## src/rtl/disp_scan_ctrl.sv

```systemverilog
`default_nettype none
// +--------------------------------------------------------------------------+
// | Module   : disp_scan_ctrl                                                |
// | Purpose  : scan phase, brightness and fare/distance page control for the |
// |            four-digit taximeter display. Optional macro: PAGE_ROTATE_EN. |
// | Revision : 1.0  initial release                                          |
// +--------------------------------------------------------------------------+
module disp_scan_ctrl #(
   parameter int         PRESCALE      = 16,
   parameter int         ROTATE_FRAMES = 256,
   parameter logic [3:0] BRIGHT_RESET  = 4'd15
) (
   input  logic        clk,
   input  logic        rst,
   input  logic [15:0] fare_bcd,
   input  logic [15:0] dist_bcd,
   input  logic        bright_up,
   input  logic        bright_dn,
   input  logic        page_hold,
   input  logic        page_sel,
   output logic [5:0]  scan_phase,
   output logic [3:0]  lighttag,
   output logic [15:0] snum,
   output logic        page,
   output logic        frame_tick
);

   localparam int                  c_PCNT_W   = (PRESCALE > 1) ? $clog2(PRESCALE) : 1;
   localparam logic [c_PCNT_W-1:0] c_PCNT_MAX = c_PCNT_W'(PRESCALE - 1);

   typedef enum logic [0:0] {
      ST_FARE = 1'b0,
      ST_DIST = 1'b1
   } state_t;

   state_t              r_state;
   state_t              w_next_state;
   logic [c_PCNT_W-1:0] r_pcnt;
   logic [5:0]          r_scan_phase;
   logic [3:0]          r_tgt;
   logic [3:0]          r_lighttag;
   logic [15:0]         r_snum;
   logic                r_frame_tick;
   logic                w_step;
   logic                w_boundary;

   assign w_step     = (r_pcnt == c_PCNT_MAX);
   assign w_boundary = w_step && (r_scan_phase == 6'd63);

`ifdef PAGE_ROTATE_EN
   localparam int                  c_FCNT_W   = (ROTATE_FRAMES > 1) ? $clog2(ROTATE_FRAMES) : 1;
   localparam logic [c_FCNT_W-1:0] c_FCNT_MAX = c_FCNT_W'(ROTATE_FRAMES - 1);

   logic [c_FCNT_W-1:0] r_fcnt;

   always_comb begin
      w_next_state = r_state;
      if (page_hold)
         w_next_state = state_t'(page_sel);
      else if (r_fcnt == c_FCNT_MAX)
         w_next_state = (r_state == ST_FARE) ? ST_DIST : ST_FARE;
   end

   always_ff @(posedge clk) begin
      if (rst)
         r_fcnt <= '0;
      else if (w_boundary) begin
         if (page_hold || (r_fcnt == c_FCNT_MAX))
            r_fcnt <= '0;
         else
            r_fcnt <= r_fcnt + 1'b1;
      end
   end
`else
   // Without rotation the operator's selection alone decides the page.
   logic w_unused_hold;
   assign w_unused_hold = page_hold;

   always_comb begin
      w_next_state = state_t'(page_sel);
   end
`endif

   always_ff @(posedge clk) begin
      if (rst) begin
         r_pcnt       <= '0;
         r_scan_phase <= 6'd0;
         r_tgt        <= BRIGHT_RESET;
         r_lighttag   <= BRIGHT_RESET;
         r_state      <= ST_FARE;
         r_snum       <= 16'h0000;
         r_frame_tick <= 1'b0;
      end else begin
         r_pcnt       <= w_step ? '0 : r_pcnt + 1'b1;
         r_frame_tick <= w_boundary;
         if (w_step)
            r_scan_phase <= r_scan_phase + 6'd1;

         if (bright_up && !bright_dn && (r_tgt != 4'd15))
            r_tgt <= r_tgt + 4'd1;
         else if (bright_dn && !bright_up && (r_tgt != 4'd0))
            r_tgt <= r_tgt - 4'd1;

         // Display-visible values move only here; lighttag takes the target
         // as it stood before this cycle's pulses.
         if (w_boundary) begin
            r_lighttag <= r_tgt;
            r_state    <= w_next_state;
            r_snum     <= (w_next_state == ST_DIST) ? dist_bcd : fare_bcd;
         end
      end
   end

   assign scan_phase = r_scan_phase;
   assign lighttag   = r_lighttag;
   assign snum       = r_snum;
   assign page       = r_state;
   assign frame_tick = r_frame_tick;

endmodule
`default_nettype wire

```

## config.mk

```make
export PLATFORM = sky130hd
export DESIGN_NAME = disp_scan_ctrl
export DESIGN_NICKNAME = d
export VERILOG_FILES = /design/src/rtl/disp_scan_ctrl.sv
export SDC_FILE = /design/constraint.sdc
export NUM_CORES = 1
export LEC_CHECK = 0
export CAP_MARGIN = 20
export CORE_MARGIN = 2
export CORE_UTILIZATION = 43
export CTS_CLUSTER_DIAMETER = 50
export DETAILED_ROUTE_END_ITERATION = 8
export GPL_ROUTABILITY_DRIVEN = 0
export PLACE_DENSITY = 0.79
export SYNTH_ARGS = -nofsm -noshare
export SYNTH_HDL_FRONTEND = slang
export SYNTH_SLANG_ARGS = --single-unit
```

## constraint.sdc

```tcl
create_clock -name clk -period 2.6 [get_ports clk]
set_clock_uncertainty 0.15 [all_clocks]
set_input_delay 0.26 -clock clk [delete_from_list [all_inputs] [get_ports clk]]
set_output_delay 0.26 -clock clk [all_outputs]
set_load 0.01 [all_outputs]
```

==> flow_metrics.py <==
metrics = {
    "synthesis": {
        "synth_edf_count": 0,
        "synth.distinct_cells": 32,
        "syn_area_per_cell_um2": 10.2,
        "ys_warn_count": 0,
        "syn_nets": 209,
        "seq_area_frac_synth": 0.427,
        "ys_ff_latch": 36,
        "yosysTopAreaCell": "dfxtp_1",
        "synth_ff_type": "dfxtp_1",
        "netlist_area_um2": 1690,
        "synth_cells": 166,
        "synth_area_leaders": "dfxtp_1 43%, a211oi_2 12%, mux2i_1 12%, nor2_1 6.0%, ha_1 3.0%",
        "postSynth.asyncResetShare": 0,
        "synth_top_area_frac": 0.427,
    },
    "critical_path": {
        "r2r_slack_ns": 0.44,
        "cp.buffers_inverters": 1,
        "start_kind": "primary input",
        "critical_path_required_ns": 2.66,
        "end_kind": "flip-flop",
        "cp.arrival_ns": 2.31,
        "crit_family": "compound AO/OA/AOI/OAI gates",
        "cp_slowest_cell": "clkdlybuf4s50_1",
        "path_cells": "clkdlybuf4s50_1, nor2b_1, nand2_1, ha_1, a21o_1, a2111o_1, o21ai_0, mux2i_1",
        "r2r-end": "r_tgt[3]",
        "r2r-start": "r_tgt[0]",
        "criticalPathCategory": "primary input to flip-flop",
        "critPathMaxFanout": 4,
        "slowest_delay_ns": 0.51,
        "ff2ff_path_depth": 7,
    },
    "timing": {
        "final.min_clock_period_ns": 2.25,
        "rsz0062_at_grt": "no",
        "finalCritPeriodShare": 0.865,
        "final_max_slew_viol_count": 0,
        "slew_headroom": 0.518,
        "tns_ns": 0,
        "final_hold_viol_count": 0,
        "whs_ns": 0.345,
        "clock.fmax_mhz": 445,
        "worstMarginPinSlew_ns": 0.723,
        "final-setup-viol-count": 0,
    },
    "global_routing": {
        "grt_pass1_vias": 1267,
        "grt_usage": 0.165,
        "grt_max_degree": 37,
        "grt_antenna_before_repair": 0,
        "gr-total-overflow": 0,
        "grt_first_pass_wirelength_um": 5600,
    },
    "status": {
        "outcome": "completed",
    },
    "floorplan": {
        "num_io_pins": 66,
        "die_w_um": 66.7,
        "num_rows": 22,
        "die_h_um": 66.7,
        "core-area_um2": 3720,
        "initial_utilization": 0.455,
        "die-area_um2": 4450,
    },
    "placement": {
        "io_buffer_count": 64,
        "numPlacedInstances": 271,
        "placed_cell_area_um2": 2350,
        "hpwlAfterDp_um": 2560,
    },
    "cts": {
        "hold_buffers": 0,
        "cts_resized": 0,
        "cts_setup_buffers": 0,
        "clkTransAtPathRegs_ns": 0.07,
        "clock-sinks": 36,
        "cts_buffers": 5,
        "clock_latency_ns": 0.28,
        "cts_tree": "done",
        "clk_path_buf_depth": 2,
        "cts_root_buf": "clkbuf_8",
        "cts_max_level": 2,
    },
    "cells_and_area": {
        "finalNonFillerCells": 279,
        "fillCellCount": 338,
        "regArea_um2": 721,
        "nets": 273,
        "syn_to_final_growth_pct": 44.7,
        "antenna_cells": 0,
        "layout-drive-gt1-share": 0.134,
        "multiInputGateArea_um2": 897,
        "design_area_um2": 2440,
    },
    "hold_path": {
        "min_delay_path_depth": 1,
        "min_from": "r_pcnt[0]",
        "whs_endpoint": "r_pcnt[0]",
        "worst_hold_path_type": "flip-flop to flip-flop",
    },
    "routing": {
        "drc": 0,
        "via_count": 1384,
        "drt_iter0_drc": 58,
        "dr.pass1.iters": 4,
        "ant_nets": 0,
        "wl_um": 3500,
        "via_per_inst": 4.96,
        "wl_per_cell_um": 12.5,
    },
    "power": {
        "leakagePower_nw": 0.898,
        "p_total_mw": 1.16,
        "vdd_drop_max_uv": 311,
        "pwr_density_cell_nw_per_um2": 474,
    },
    "flow_run": {
        "maxCapViolCount": 0,
    },
}
==> cell usage in the layout, fill, tap and decap left out, types with 4 or more instances in the layout <==
| cell | n |
|---|---|
| clkbuf_8 | 6 |
| xnor2_1 | 4 |
| buf_4 | 4 |
| mux2i_1 | 20 |
| nand2_1 | 6 |
| nor3_1 | 6 |
| o21ai_0 | 4 |
| a21oi_1 | 9 |
| clkdlybuf4s50_1 | 63 |
| nor2_1 | 27 |
| a211oi_2 | 16 |
| dfxtp_1 | 36 |
| ha_1 | 4 |
==> how the worst max path moves through the flow <==
stage / slack (ns) / endpoint / cells after the start / start
floorplan: 0.62 / r_tgt[3] / 7 / r_tgt[0]
global placement: 0.16 / r_tgt[3] / 8 / bright_up
detailed placement: 0.09 / r_tgt[3] / 8 / bright_up
CTS: 0.38 / r_tgt[3] / 8 / bright_up
global route: 0.24 / r_tgt[3] / 8 / bright_up
finish: 0.35 / r_tgt[3] / 8 / bright_up
==> routing by layer <==
metal,global-route usage,vias to the layer above,wire length [um]
met2,0.280,43,1590
met4,0.0612,0,18
li1,-,721,-
met1,0.197,618,1560
met3,0.0456,2,326
met5,0,-,0
==> worst reg2reg max path: cells and delay by family (launching register included) <==
| family | cells | cell delay, ns |
|---|---|---|
| flip-flops | 1 | 0.47 |
| adder cells (fa/ha/maj) | 1 | 0.26 |
| multiplexers | 1 | 0.20 |
| AND/OR/NAND/NOR | 2 | 0.35 |
| AO/OA/AOI/OAI | 3 | 0.68 |
==> metrics by stage <==
| stage | setup WS, ns | util |
|---|---|---|
| 6_report | 0.351 | 0.658 |
| 5_1_grt | 0.240 | 0.658 |
| 4_1_cts | 0.379 | 0.658 |
| 3_5_place_dp | 0.0896 | 0.633 |
| 3_3_place_gp | 0.162 | 0.633 |
| 2_1_floorplan | 0.623 | - |
==> Yosys cell counts (3+ instances only) <==
cell	instances
mux2i_1	20
nor3_1	6
dfxtp_1	36
a21oi_1	9
clkbuf_1	5
a211oi_2	16
nor2_1	27
buf_2	3
o21ai_0	4
xnor2_1	4
nand2_1	6
ha_1	4
==> state kept, by name (all words and copies together), names as in the netlist <==
signal / cells
snum: 16
page: 1
scan_phase: 6
lighttag: 4
r_tgt: 4
frame_tick: 1
r_pcnt: 4
==> cell families after synthesis <==
family | count (synthesis) | share of synthesized area
DFF | 36 | 0.427
and+or+nand+nor | 52 | 0.156
xor gates and xnor gates | 6 | 0.0311
AOI/OAI and AO/OA | 34 | 0.184
muxes | 20 | 0.119
adders and majority gates | 5 | 0.0415
buffers and inverters | 13 | 0.0422
==> power by group <==
group	internal, mW	leakage [nW]	switching (mW)
Clock	0.211	0.0510	0.187
Sequential	0.566	0.291	0.0215
Combinational	0.100	0.555	0.0727
Total	0.878	0.898	0.281
==> area by class of cell <==
type,instances,share of cell area
Timing Repair Buffer,68,0.272
Clock inverter,2,0.00410
Clock buffer,6,0.0338
Sequential cell,36,0.295
Tap cell,48,0.0246
Multi-Input combinational cell,117,0.367
Inverter,2,0.00307
Note: power is estimated with default switching activity, not from simulation.
